--- src/rtl/mux_scan_sequencer.sv ---
// Sweeps a 4:1 bit mux through the enabled channels, settles, samples each one and
// publishes a 4-bit snapshot per sweep, single-shot or continuously.
module mux_scan_sequencer #(
    parameter int DWELL_W    = 8,
    parameter int SETTLE_CYC = 2
) (
    input  logic               clk,
    input  logic               rst,
    input  logic               start,
    input  logic               stop,
    input  logic               continuous,
    input  logic [3:0]         ch_mask,
    input  logic [DWELL_W-1:0] dwell,
    input  logic               mux_out_in,
    output logic               MUX_en,
    output logic [1:0]         MUX_sel,
    output logic [3:0]         sample_data,
    output logic               sample_valid,
    output logic               busy
);

    localparam int SW = (SETTLE_CYC > 1) ? $clog2(SETTLE_CYC) : 1;
    localparam logic [SW-1:0] SETTLE_LOAD = SW'(SETTLE_CYC - 1);

    typedef enum logic [1:0] {IDLE, SETTLE, SAMPLE, ADVANCE} state_t;

    state_t             state, state_nx;
    logic [3:0]         mask_q, mask_nx;
    logic [DWELL_W-1:0] dwell_q, dwell_nx;
    logic [SW-1:0]      settle_cnt, settle_nx;
    logic [DWELL_W-1:0] dwell_cnt, dwell_cnt_nx;
    logic [3:0]         shadow, shadow_nx;
    logic               stop_pending, stop_pending_nx;
    logic [1:0]         sel_nx;
    logic [3:0]         data_nx;
    logic               valid_nx;
    logic [DWELL_W-1:0] dwell_last;
    logic [2:0]         nxt;

    function automatic logic [1:0] lowest_bit(input logic [3:0] m);
        lowest_bit = 2'd0;
        for (int i = 3; i >= 0; i--)
            if (m[i]) lowest_bit = 2'(i);
    endfunction

    // {found, index} of the lowest set mask bit strictly above s
    function automatic logic [2:0] next_above(input logic [3:0] m, input logic [1:0] s);
        next_above = 3'b000;
        for (int i = 3; i >= 0; i--)
            if (m[i] && (i > int'(s))) next_above = {1'b1, 2'(i)};
    endfunction

    // A dwell of 0 behaves as a single sample cycle
    assign dwell_last = (dwell_q == '0) ? '0 : dwell_q - DWELL_W'(1);
    assign nxt        = next_above(mask_q, MUX_sel);

    always_comb begin
        state_nx        = state;
        mask_nx         = mask_q;
        dwell_nx        = dwell_q;
        settle_nx       = settle_cnt;
        dwell_cnt_nx    = dwell_cnt;
        shadow_nx       = shadow;
        stop_pending_nx = stop_pending;
        sel_nx          = MUX_sel;
        data_nx         = sample_data;
        valid_nx        = 1'b0;

        if (stop && (state != IDLE)) stop_pending_nx = 1'b1;

        case (state)
            IDLE: begin
                if (start && (ch_mask != 4'b0000)) begin
                    mask_nx   = ch_mask;
                    dwell_nx  = dwell;
                    shadow_nx = 4'b0000;
                    sel_nx    = lowest_bit(ch_mask);
                    settle_nx = SETTLE_LOAD;
                    state_nx  = SETTLE;
                end
            end
            SETTLE: begin
                if (settle_cnt == '0) begin
                    dwell_cnt_nx = dwell_last;
                    state_nx     = SAMPLE;
                end else begin
                    settle_nx = settle_cnt - SW'(1);
                end
            end
            SAMPLE: begin
                if (dwell_cnt == '0) begin
                    shadow_nx[MUX_sel] = mux_out_in;
                    state_nx           = ADVANCE;
                end else begin
                    dwell_cnt_nx = dwell_cnt - DWELL_W'(1);
                end
            end
            ADVANCE: begin
                if (nxt[2]) begin
                    sel_nx    = nxt[1:0];
                    settle_nx = SETTLE_LOAD;
                    state_nx  = SETTLE;
                end else begin
                    data_nx  = shadow;
                    valid_nx = 1'b1;
                    // A stop landing on the final ADVANCE still ends the run here
                    if (continuous && !stop_pending && !stop) begin
                        mask_nx   = ch_mask;
                        dwell_nx  = dwell;
                        shadow_nx = 4'b0000;
                        if (ch_mask != 4'b0000) begin
                            sel_nx    = lowest_bit(ch_mask);
                            settle_nx = SETTLE_LOAD;
                            state_nx  = SETTLE;
                        end else begin
                            state_nx = IDLE;
                        end
                    end else begin
                        stop_pending_nx = 1'b0;
                        state_nx        = IDLE;
                    end
                end
            end
            default: state_nx = IDLE;
        endcase
    end

    always_ff @(posedge clk) begin
        if (rst) begin
            state        <= IDLE;
            mask_q       <= 4'b0000;
            dwell_q      <= '0;
            settle_cnt   <= '0;
            dwell_cnt    <= '0;
            shadow       <= 4'b0000;
            stop_pending <= 1'b0;
            MUX_en       <= 1'b0;
            MUX_sel      <= 2'd0;
            sample_data  <= 4'b0000;
            sample_valid <= 1'b0;
            busy         <= 1'b0;
        end else begin
            state        <= state_nx;
            mask_q       <= mask_nx;
            dwell_q      <= dwell_nx;
            settle_cnt   <= settle_nx;
            dwell_cnt    <= dwell_cnt_nx;
            shadow       <= shadow_nx;
            stop_pending <= stop_pending_nx;
            MUX_en       <= (state_nx != IDLE);
            MUX_sel      <= sel_nx;
            sample_data  <= data_nx;
            sample_valid <= valid_nx;
            busy         <= (state_nx != IDLE);
        end
    end

endmodule

--- config.mk ---
export PLATFORM = sky130hd
export DESIGN_NAME = mux_scan_sequencer
export DESIGN_NICKNAME = d
export VERILOG_FILES = /design/src/rtl/mux_scan_sequencer.sv
export SDC_FILE = /design/constraint.sdc
export NUM_CORES = 1
export LEC_CHECK = 0
export BUFFER_PORTS_ARGS = -buffer_cell sky130_fd_sc_hd__buf_2
export CAP_MARGIN = 20
export CELL_PAD_IN_SITES_DETAIL_PLACEMENT = 1
export CELL_PAD_IN_SITES_GLOBAL_PLACEMENT = 2
export CORE_ASPECT_RATIO = 0.9
export CORE_UTILIZATION = 34
export CTS_CLUSTER_DIAMETER = 150
export DETAILED_ROUTE_END_ITERATION = 16
export GPL_ROUTABILITY_DRIVEN = 0
export PLACE_DENSITY = 0.9
export SYNTH_ARGS = -nofsm -noshare
export SYNTH_HDL_FRONTEND = slang
export SYNTH_SLANG_ARGS = --single-unit
export TNS_END_PERCENT = 20
--- constraint.sdc ---
create_clock -name clk -period 2.35 [get_ports clk]
set_input_delay 0.235 -clock clk [delete_from_list [all_inputs] [get_ports clk]]
set_output_delay 0.235 -clock clk [all_outputs]
set_load 0.02 [all_outputs]
==> impl_results.md, run 1 <==
* Drt first pass iters at 4
* Power density over the cells at 941 nW/um2
* Row count at 27
* Worst setup path class: reg2reg
* DR vias/cell at 5.72
* Crit-path cells: or4_1 -> nor4_1 -> nor2b_1 -> nor4b_1 -> a211o_1
* Final setup viols at 0
* Clk sinks at 35
* DRC Markers at 0
* Reg clk slew, reported paths at around 0.080 ns
* Sequential area share after synthesis at 31.9%
* WP data required at 2.54 ns
* Routed Antenna Nets at 0
* Min-delay worst type: in2reg
* VDD IR max at 0.000410 V
* Final Power at 2.40 mW
* Setup_tns at 0 ns
* GRT Overall Usage at 20.6%
* Nets at 325
* Syn_area_per_cell at a little under 8 um2
* Pre-CTS setup slack at 0.441 ns
* Async set or reset register ratio after synthesis at 0%
* Slew margin rel. at 49.4%
* Worst Setup End Kind: register
* Most frequent cells in the layout: dfxtp_1, nor2_1, buf_2, o21ai_0, nand2_1
* CP Launch Type: register
* Initial antenna violation count at 0
* Max-Cap Viols at 0
* Count of cell types in the netlist at 49
* Postcts setup bufs at 0
* Synth Flop Type: dfxtp_1
* CP max FO at 5
* Syn Nets at 302
* Post-route cell area at 2550 um2
* Layout cell share with drive strength beyond 1 at 17.7%
* CP max-delay cell: or4_1
* Most common cell after layout, fill and taps aside: dfxtp_1
* Synth warn at 0
* Worst-margin pin slew at 0.756 ns
* CTS tree: built
* Clk_lat worst skew at 0.29 ns
* Drt wl/cell at ~16 um
* N_diodes at 0
* Register bit total from synthesis at 35
* Initial core utilization at 35.6%
* Reg2Reg Launch Point: dwell_cnt[0]
* Hold path depth at 3
* CP max stage delay at 0.61 ns
* CTS Hold Buffers Added at 0
* Dpl cell area at 2430 um2
* # port buffers at 26
* Overflow after GRT at 0
* Max-slew violations at 0
* Status: finished, final reports clean
* Number of enable flip-flop cells after synthesis at 0
* H-tree depth at 2
* Syn Inst Count at about 280
* Final WS setup at 0.403 ns
* Fillers at 768
* Ports at 27
* Reg-to-Reg End: dwell_cnt[7]
* Final min period at 1.95 ns
* Fmax at between 0.5 and 0.6 GHz
* Clock buffer count from CTS at 5
* Total vias in the final route at 2241
* Mapped cell area at 2200 um2
* Die ar. at 6800 um2
* First-pass GRT wire length at 11200 um
* Bufs on Longest Clock Path at 2
* Pleak at approximately 0.94 nW
* Iter 0 DRT Violations at roughly 110
* Post-DP HPWL at 4620 um
* Largest net degree at the start of global routing at 23
* Core ar. at 6180 um2
* Root buffer cell: clkbuf_8
* Worst hold endpoint: stop_pending
* Area delta synth->final at 15.8%
* Die H at slightly below 80 um
* Hold Vio Cnt, Final at 0
* Post-CTS Resized at 0
* R2R cell count at 5
* RSZ-0062 raised after global routing: no
* Crit path DAT at between 2 and 2.5 ns
* Final Cycle Share at 82.8%
* Wirelength, routed at about 6500 um
* Vias in the first global route at 2209
* CP Launch Point: dwell_cnt[0]
* Die Span X at 86.8 um
* Register-to-register setup slack at 0.40 ns
* Hold_sp: stop
* Setup Skew at approximately 0.011 ns
cells in the mapped netlist (3+ instances only):
| master | number | area (um2) |
|---|---|---|
| a21oi_1 | 17 | 85.1 |
| buf_2 | 3 | 15.0 |
| a22o_1 | 6 | 52.6 |
| a21boi_0 | 10 | 75.1 |
| nor2_1 | 26 | 97.6 |
| nand2_1 | 19 | 71.3 |
| o22ai_1 | 12 | 75.1 |
| o311ai_0 | 4 | 35.0 |
| a31oi_1 | 11 | 68.8 |
| o31a_1 | 3 | 26.3 |
| dfxtp_1 | 35 | 701 |
| nor4_1 | 5 | 31.3 |
| nor3b_1 | 4 | 30.0 |
| mux2i_1 | 6 | 60.1 |
| a211oi_1 | 4 | 30.0 |
| clkbuf_1 | 18 | 67.6 |
| o21ai_0 | 21 | 105 |
| ha_1 | 3 | 37.5 |
| o32ai_1 | 3 | 26.3 |
| nor2b_1 | 5 | 31.3 |
| nor3_1 | 8 | 40.0 |
| a22oi_1 | 11 | 82.6 |
| o2bb2ai_1 | 4 | 35.0 |
| inv_1 | 9 | 33.8 |
kinds of logic after synthesis:
logic type | Yosys count | share of synthesized area, %
simple gates | 83 | 19.2
xor+xnor | 2 | 0.797
mux | 6 | 2.73
fa+ha+maj | 3 | 1.71
buf+inv | 32 | 6.14
compound gates | 120 | 37.6
flops | 35 | 31.9
stage by stage:
stage,utilization (%),cells,hold slack [ns]
2_1_floorplan,-,281,0.421
3_3_place_gp,39.4,384,0.467
3_5_place_dp,39.4,384,0.481
4_1_cts,41.2,392,0.246
5_1_grt,41.2,392,0.276
6_report,41.2,392,0.243
cell type report:
cell class / count / area [um2] / share of cell area [%]
multi-input cells: 214 / 1360 / 53.5
flip-flops and latches: 35 / 701 / 27.5
repair buffers: 39 / 228 / 8.94
well taps: 87 / 109 / 4.27
clock buffers: 5 / 68.8 / 2.70
clock inverters: 3 / 43.8 / 1.72
inverters: 9 / 33.8 / 1.33
flip-flops by register name, summed over array words and instances, names as in the netlist:
register and count:
MUX_sel 2, busy 1, dwell_cnt 8, dwell_q 8
mask_q 3, sample_data 4, sample_valid 1, settle_cnt 1
shadow 4, state 2, stop_pending 1
where the power goes:
part           total [mW]  internal [mW]  switching, mW
combinational        1.02          0.413          0.603
sequential          0.817          0.686          0.132
clock               0.565          0.316          0.249
metal layers:
metal,wire length (um),global-route usage [%]
met5,0,0
met3,220,3.15
met4,82,6.17
met2,2720,30.6
met1,3430,30.2
critical path, delay by kind of cell, from the launching register on:
kind | cells | cell delay, ns
flops | 1 | 0.36
compound gates | 1 | 0.22
simple gates | 4 | 1.26
worst max-delay path by stage:
stage | end | slack [ns] | depth (start not counted)
CTS | dwell_cnt[7] | 0.41 | 5
floorplan | dwell_cnt[7] | 0.59 | 6
global route | dwell_cnt[5] | 0.23 | 8
global placement | shadow[0] | 0.49 | 7
finish | dwell_cnt[7] | 0.40 | 5
detailed placement | shadow[2] | 0.44 | 5
No activity file was read; power rests on OpenSTA's default activity.
==> run 2, diff against run 1 <==
--- a/config.mk
+++ b/config.mk
@@ -10,11 +10,11 @@
 export CELL_PAD_IN_SITES_DETAIL_PLACEMENT = 1
 export CELL_PAD_IN_SITES_GLOBAL_PLACEMENT = 2
 export CORE_ASPECT_RATIO = 0.9
-export CORE_UTILIZATION = 34
+export CORE_UTILIZATION = 30
 export CTS_CLUSTER_DIAMETER = 150
 export DETAILED_ROUTE_END_ITERATION = 16
 export GPL_ROUTABILITY_DRIVEN = 0
-export PLACE_DENSITY = 0.9
+export PLACE_DENSITY = 0.85
 export SYNTH_ARGS = -nofsm -noshare
 export SYNTH_HDL_FRONTEND = slang
 export SYNTH_SLANG_ARGS = --single-unit
==> constraint.sdc (replaced) <==
create_clock -name clk -period 1.7 [get_ports clk]
set_input_delay 0.17 -clock clk [delete_from_list [all_inputs] [get_ports clk]]
set_output_delay 0.17 -clock clk [all_outputs]
set_load 0.02 [all_outputs]
==> run 2 against run 1 <==
The run now ends with negative setup slack left; sequential share of layout area fell by 3.4 points; clock-buffer cell count up 2; utilization increased by 0.37 points; via count rose by 8.1%; critical endpoint is now dwell_cnt[5].
==> impl_results.md, run 2 (same netlist as run 1, synthesis figures left out) <==
* Vias in the first global route at 2514 (+14%)
* CP max-delay cell: or4_4
* Post-Place Cells at 423 (+10%)
* Final WS setup at -0.0534 ns (-0.457 ns)
* Initial antenna violation count at 0 (unchanged)
* Pleak at 1.13 nW (+20%)
* Worst hold slack at 0.157 ns (-0.0863 ns)
* First-pass GRT wire length at 12200 um (+9.6%)
* Footprint of the multi-input gates at 1500 um2 (+9.9%)
* Iter 0 DRT Violations at 45 (-59%)
* Delay-heaviest family, CP: simple AND/OR/NAND/NOR gates
* Layout cell share with drive strength beyond 1 at 34.1% (+16 points)
* DR vias/cell at 5.59 (-2.2%)
* CP max stage delay at 0.57 ns (-0.04 ns)
* CP max FO at 4 (-1)
* Worst-margin pin slew at 0.451 ns (-0.305 ns)
* Power density over the cells at 1300 nW/um2 (+38%)
* Fillers at 858 (+12%)
* Row count at 29 (+7.4%)
* Die ar. at 7680 um2 (+13%)
* Sw frac at 41.3% (+0.26 points)
* CP Launch Type: register
* Clk sinks at 35 (unchanged)
* Worst setup path class: reg2reg
* Ports at 27 (unchanged)
* Die H at 83.2 um (+6.3%)
* Status: complete, but fails checks
* Worst Setup End Kind: register
* Drt first pass iters at 4 (unchanged)
* # port buffers at 26 (unchanged)
* Setup Skew at 0.00595 ns (-0.00464 ns)
* Post-DP HPWL at 5110 um (+11%)
* Slew margin rel. at 69.6% (+20 points)
* Sequential Power Share at 28.7% (-5.4 points)
* Routed Antenna Nets at 0 (unchanged)
* Cell mode on critical path: a21oi_1
* VDD IR max at 0.000375 V (-8.6%)
* Clk_lat worst skew at 0.30 ns (about the same)
* Root buffer cell: clkbuf_8
* GRT Overall Usage at 19.8% (-0.76 points)
* Crit-path cells: or4_4 -> or4_1 -> a21oi_1 -> a21oi_1 -> a21oi_1
* Wirelength, routed at 7290 um (+13%)
* Most common cell after layout, fill and taps aside: buf_4
* Area delta synth->final at 33.7%
* Bufs on Longest Clock Path at 2 (unchanged)
* Core ar. at 7080 um2 (+14%)
* CP Buf/Inv Count at 0 (unchanged)
* Final setup viols at 2 (+2)
* Overflow after GRT at 0 (unchanged)
* Clock power share at 16.0% (-7.6 points)
* WP data required at 1.93 ns (-0.61 ns)
* Max-Cap Viols at 0 (unchanged)
* Final min period at 1.75 ns (-0.193 ns)
* DRC Markers at 0 (unchanged)
* Min-delay worst type: in2reg
* Die Span X at 92.3 um (+6.3%)
* Max-slew violations at 0 (unchanged)
* Combinational group share of total power at 55.3% (+13 points)
* Final Cycle Share at 103% (+20 points)
* Total vias in the final route at 2422 (+8.1%)
* Non-Filler Instances at 433 (+10%)
* Fmax at 0.570 GHz (+11%)
* Pint at 2.24 mW (+59%)
* Clock buffer count from CTS at 5 (unchanged)
* Hold Vio Cnt, Final at 0 (unchanged)
* Initial core utilization at 31.1% (-4.5 points)
* Drt wl/cell at 16.8 um (+2.2%)
* Failing checks: negative setup slack
* P_sw at 1.58 mW (+60%)
* Largest net degree at the start of global routing at 18 (-22%)
* Nets at 360 (+11%)
* N_diodes at 0 (unchanged)
* CTS tree: built
* Seq. cell area at 709 um2 (+1.2%)
* H-tree depth at 2 (unchanged)
* Reg clk slew, reported paths at 0.08 ns (about the same)
* Crit path DAT at 1.98 ns (-0.16 ns)
* RSZ-0062 raised after global routing: yes
* Most frequent cells in the layout: buf_4, dfxtp_1, buf_2, nor2_1, nand2_1
* Regs by FF count: dwell_cnt (8), dwell_q (8)
[run 2: cell types whose count changed in the layout (fill, tap and decap cells not counted), sizes merged]
cell / delta
bufinv: -1
clkinv: -1
clkbuf: +2
buf: +35
[run 2: final cells by class]
class | instances | area share (%)
Inverter | 9 | 1.15
Sequential cell | 35 | 24.1
Clock buffer | 7 | 2.59
Tap cell | 93 | 3.96
Timing Repair Buffer | 74 | 17.1
Multi-Input combinational cell | 214 | 51.0
Clock inverter | 1 | 0.170
[run 2: layer usage]
layer	track usage, %	routed length [um]
met5	0	0
met4	5.26	59
met3	3.21	203
met2	34.7	3560
met1	25.1	3470
[run 2: worst paths after layout]
path         depth (start not counted)              to  slack (ns)           start
max                                  5    dwell_cnt[5]       -0.05      dwell_q[2]
min                                  2        state[1]        0.16             rst
max reg2reg                          5    dwell_cnt[5]       -0.05      dwell_q[2]
min reg2reg                          2  sample_data[2]        0.49  sample_data[2]
[run 2: power groups by stage]
stage | registers, mW | logic, mW | clock network [mW]
detailed placement | 1.09 | 1.76 | 0
CTS | 1.08 | 1.82 | 0.631
global placement | 1.08 | 1.73 | 0
floorplan | 1.07 | 1.05 | 0
finish | 1.10 | 2.11 | 0.611
global route | 1.12 | 2.31 | 0.650
[run 2: repair_timing]
action | 4_1_cts | 5_1_grt
endpoints found under the setup margin | 24 | 26
setup buffers | 0 | 2
hold endpoints to repair | 0 | 0
pin swaps | 3 | 6
hold buffers | 0 | 0
resized for setup | 14 | 31
cloned | 0 | 0
[run 2: worst register-to-register path, cell delays in order (launching register included)]
cell	delay (ns)
dfxtp_2	0.33
or4_4	0.57
or4_1	0.48
a21oi_1	0.14
a21oi_1	0.05
a21oi_1	0.12
[run 2: stage by stage]
stage / TNS, ns / power (mW) / worst slack [ns] / cell area, um2 / utilization, %
finish: -0.0663 / 3.82 / -0.0534 / 2940 / 41.6
global route: -0.588 / 4.08 / -0.108 / 2940 / 41.6
CTS: -0.123 / 3.53 / -0.0510 / 2810 / 39.7
detailed placement: -2.70 / 2.85 / -0.252 / 2700 / 38.1
global placement: -1.68 / 2.80 / -0.151 / 2700 / 38.1
floorplan: -0.0138 / 2.13 / -0.0105 / 2210 / -
==> run 3, diff against run 2 <==
--- a/config.mk
+++ b/config.mk
@@ -5,16 +5,18 @@
 export SDC_FILE = /design/constraint.sdc
 export NUM_CORES = 1
 export LEC_CHECK = 0
+export ABC_AREA = 1
 export BUFFER_PORTS_ARGS = -buffer_cell sky130_fd_sc_hd__buf_2
 export CAP_MARGIN = 20
 export CELL_PAD_IN_SITES_DETAIL_PLACEMENT = 1
 export CELL_PAD_IN_SITES_GLOBAL_PLACEMENT = 2
 export CORE_ASPECT_RATIO = 0.9
-export CORE_UTILIZATION = 30
+export CORE_UTILIZATION = 28
 export CTS_CLUSTER_DIAMETER = 150
+export CTS_CLUSTER_SIZE = 14
 export DETAILED_ROUTE_END_ITERATION = 16
 export GPL_ROUTABILITY_DRIVEN = 0
-export PLACE_DENSITY = 0.85
+export PLACE_DENSITY = 0.86
 export SYNTH_ARGS = -nofsm -noshare
 export SYNTH_HDL_FRONTEND = slang
 export SYNTH_SLANG_ARGS = --single-unit
==> run 3 against run 2 <==
Final cell count down 0.69%; global-route usage down 4.2 points; clock power up 30%; total power up 10%; the run now ends clean; hold slack worse by 0.011 ns; via count down 19%; fmax up 11%; worst setup slack better by 0.18 ns; sequential cell count unchanged; synthesized cell count up 10%.
==> impl_results.md, run 3 <==
* Post-synth top area share at 34.8% (+2.9 points)
* Iter 0 DRT Violations at 73 (+62%)
* Layout cell share with drive strength beyond 1 at 19.7% (-14 points)
* Initial core utilization at 29.8% (-1.3 points)
* Setup_tns at 0 ns (+0.0663 ns)
* N_diodes at 0 (unchanged)
* Async set or reset register ratio after synthesis at 0% (unchanged)
* Max-slew violations at 0 (unchanged)
* Fmax at 0.634 GHz (+11%)
* CTS Hold Buffers Added at 0 (unchanged)
* Post-DP HPWL at 4300 um (-16%)
* Ports at 27 (unchanged)
* Most common cell after layout, fill and taps aside: nand2_1
* Core ar. at 6760 um2 (-4.4%)
* WP data required at 1.93 ns (about the same)
* Largest net degree at the start of global routing at 16 (-2)
* Clk sinks at 35 (unchanged)
* Fillers at 891 (+3.8%)
* Syn Nets at 330 (+9.3%)
* Most frequent cells in the layout: nand2_1, inv_1, nor2_1, nand3_1, dfxtp_1
* Dpl cell area at 2210 um2 (-18%)
* Final Power at 4.20 mW (+10%)
* Syn_area_per_cell at 6.52 um2 (-17%)
* Area delta synth->final at 16.5%
* CP Launch Type: register
* Initial antenna violation count at 0 (unchanged)
* Pleak at 1.13 nW (-0.23%)
* Crit path DAT at 1.80 ns (-0.18 ns)
* Synth Flop Type: dfxtp_1
* Final setup viols at 0 (-2)
* Root buffer cell: clkbuf_8
* DR vias/cell at 4.57 (-18%)
* Wirelength, routed at 5370 um (-26%)
* Worst-margin pin slew at 0.452 ns (+0.000535 ns)
* Nets at 360 (unchanged)
* Final Cycle Share at 92.8% (-10 points)
* Post-route cell area at 2350 um2 (-20%)
* Status: finished, final reports clean
* Register bit total from synthesis at 35 (unchanged)
* CTS tree: built
* Clock buffer count from CTS at 5 (unchanged)
* GRT Overall Usage at 15.6% (-4.2 points)
* Drt wl/cell at 12.5 um (-26%)
* Die ar. at 7540 um2 (-1.8%)
* Hold Vio Cnt, Final at 0 (unchanged)
* Number of enable flip-flop cells after synthesis at 0 (unchanged)
* Area contributors post-synth: dfxtp_1, nand2_1, inv_1
* Final min period at 1.58 ns (-0.176 ns)
* Worst setup path class: reg2reg
* Sequential area share after synthesis at 34.8% (+2.9 points)
* Post-synth top cells: nand2_1, inv_1, nor2_1
* Power density over the cells at 1790 nW/um2 (+38%)
* DRC Markers at 0 (unchanged)
* Slew margin rel. at 69.9% (+0.21 points)
* Total vias in the final route at 1967 (-19%)
* H-tree depth at 2 (unchanged)
* Max-Cap Viols at 0 (unchanged)
* First-pass GRT wire length at 9330 um (-24%)
* Setup Skew at 0.00570 ns (-0.000255 ns)
* Most common cell in the netlist: nand2_1
* Mapped cell area at 2020 um2 (-8.4%)
* Vias in the first global route at 1976 (-21%)
* Count of cell types in the netlist at 26 (-47%)
* # port buffers at 26 (unchanged)
* Routed Antenna Nets at 0 (unchanged)
* Worst Setup End Kind: register
* Reg clk slew, reported paths at 0.08 ns (about the same)
* VDD IR max at 0.000639 V (+70%)
* Min-delay worst type: in2reg
* Clk_lat worst skew at 0.29 ns (about the same)
* Regs by FF count: dwell_cnt (8), dwell_q (8)
* Synth warn at 0 (unchanged)
* Bufs on Longest Clock Path at 2 (unchanged)
* Syn Inst Count at 309 (+10%)
* Die H at 82.5 um (-0.90%)
* CP max FO at 9 (+5)
* Worst hold slack at 0.146 ns (-0.0111 ns)
* Drt first pass iters at 4 (unchanged)
* Leading area contributor after synthesis: dfxtp_1
* Die Span X at 91.4 um (-0.89%)
* Overflow after GRT at 0 (unchanged)
* Row count at 28 (-3.4%)
run 3: cell types whose count changed after synthesis, sizes merged, moves of 6 or more:
cell / change
nand2: +50
inv: +39
nand3: +31
nor2: +17
clkbuf: -14
o22ai: -12
a22oi: -11
a31oi: -11
nand4: +11
a21boi: -10
o21ai: +10
a22o: -6
mux2i: -6
run 3: power breakdown:
part           switching [mW]  leakage, nW  internal [mW]
clock network           0.320       0.0612          0.475
registers               0.206        0.288           1.06
logic                    1.40        0.781          0.747
total                    1.92         1.13           2.28
run 3: logic make-up after synthesis:
| family | count (synthesis) | synth area share (%) |
|---|---|---|
| flops | 35 | 34.8 |
| simple gates | 159 | 35.9 |
| fa+ha+maj | 3 | 1.86 |
| compound gates | 50 | 12.7 |
| buf+inv | 59 | 13.4 |
| xor+xnor | 3 | 1.30 |
run 3: stage by stage:
step	instances	util (%)	setup WS [ns]
2_1_floorplan	309	-	0.269
5_1_grt	430	34.7	-0.00921
3_5_place_dp	420	32.7	0.0239
3_3_place_gp	420	32.7	0.0911
4_1_cts	428	34.4	0.0140
6_report	430	34.7	0.123
run 3: per-layer routing:
| layer | up-vias | track usage, % | wire, um |
|---|---|---|---|
| met5 | - | 0 | 0 |
| met4 | 0 | 5.08 | 49 |
| met3 | 4 | 2.47 | 139 |
| met2 | 24 | 24.6 | 2290 |
| met1 | 890 | 21.9 | 2900 |
| li1 | 1049 | - | - |
run 3: worst max-delay path, cell delays in order, from the launching register on:
cell and delay [ns]:
dfxtp_2 0.34, inv_1 0.06, ha_1 0.20, nand2_1 0.10
nor2_1 0.05, nand3_1 0.12, nand2_4 0.11, nor2_4 0.18
buf_4 0.16, o21ai_0 0.08, nor2_1 0.12
run 3: timing repair:
action / CTS / global route
buffers inserted: 0 / 2
setup endpoints to repair: 0 / 18
gates resized for setup: 0 / 5
run 3: layout make-up:
cell class / count / area [um2] / share of cell area [%]
inverters: 49 / 185 / 7.88
flip-flops and latches: 35 / 706 / 30.0
clock buffers: 6 / 82.6 / 3.52
repair buffers: 33 / 183 / 7.78
clock inverters: 2 / 35.0 / 1.49
multi-input cells: 215 / 1040 / 44.5
well taps: 90 / 113 / 4.79
run 3: worst paths after layout:
kind / startpoint / endpoint / slack, ns / cells past startpoint
setup / recovery: dwell_cnt[0] / dwell_cnt[2] / 0.12 / 10
hold / removal: dwell[1] / dwell_q[1] / 0.15 / 3
setup reg to reg: dwell_cnt[0] / dwell_cnt[2] / 0.12 / 10
hold reg to reg: settle_cnt / settle_cnt / 0.47 / 2
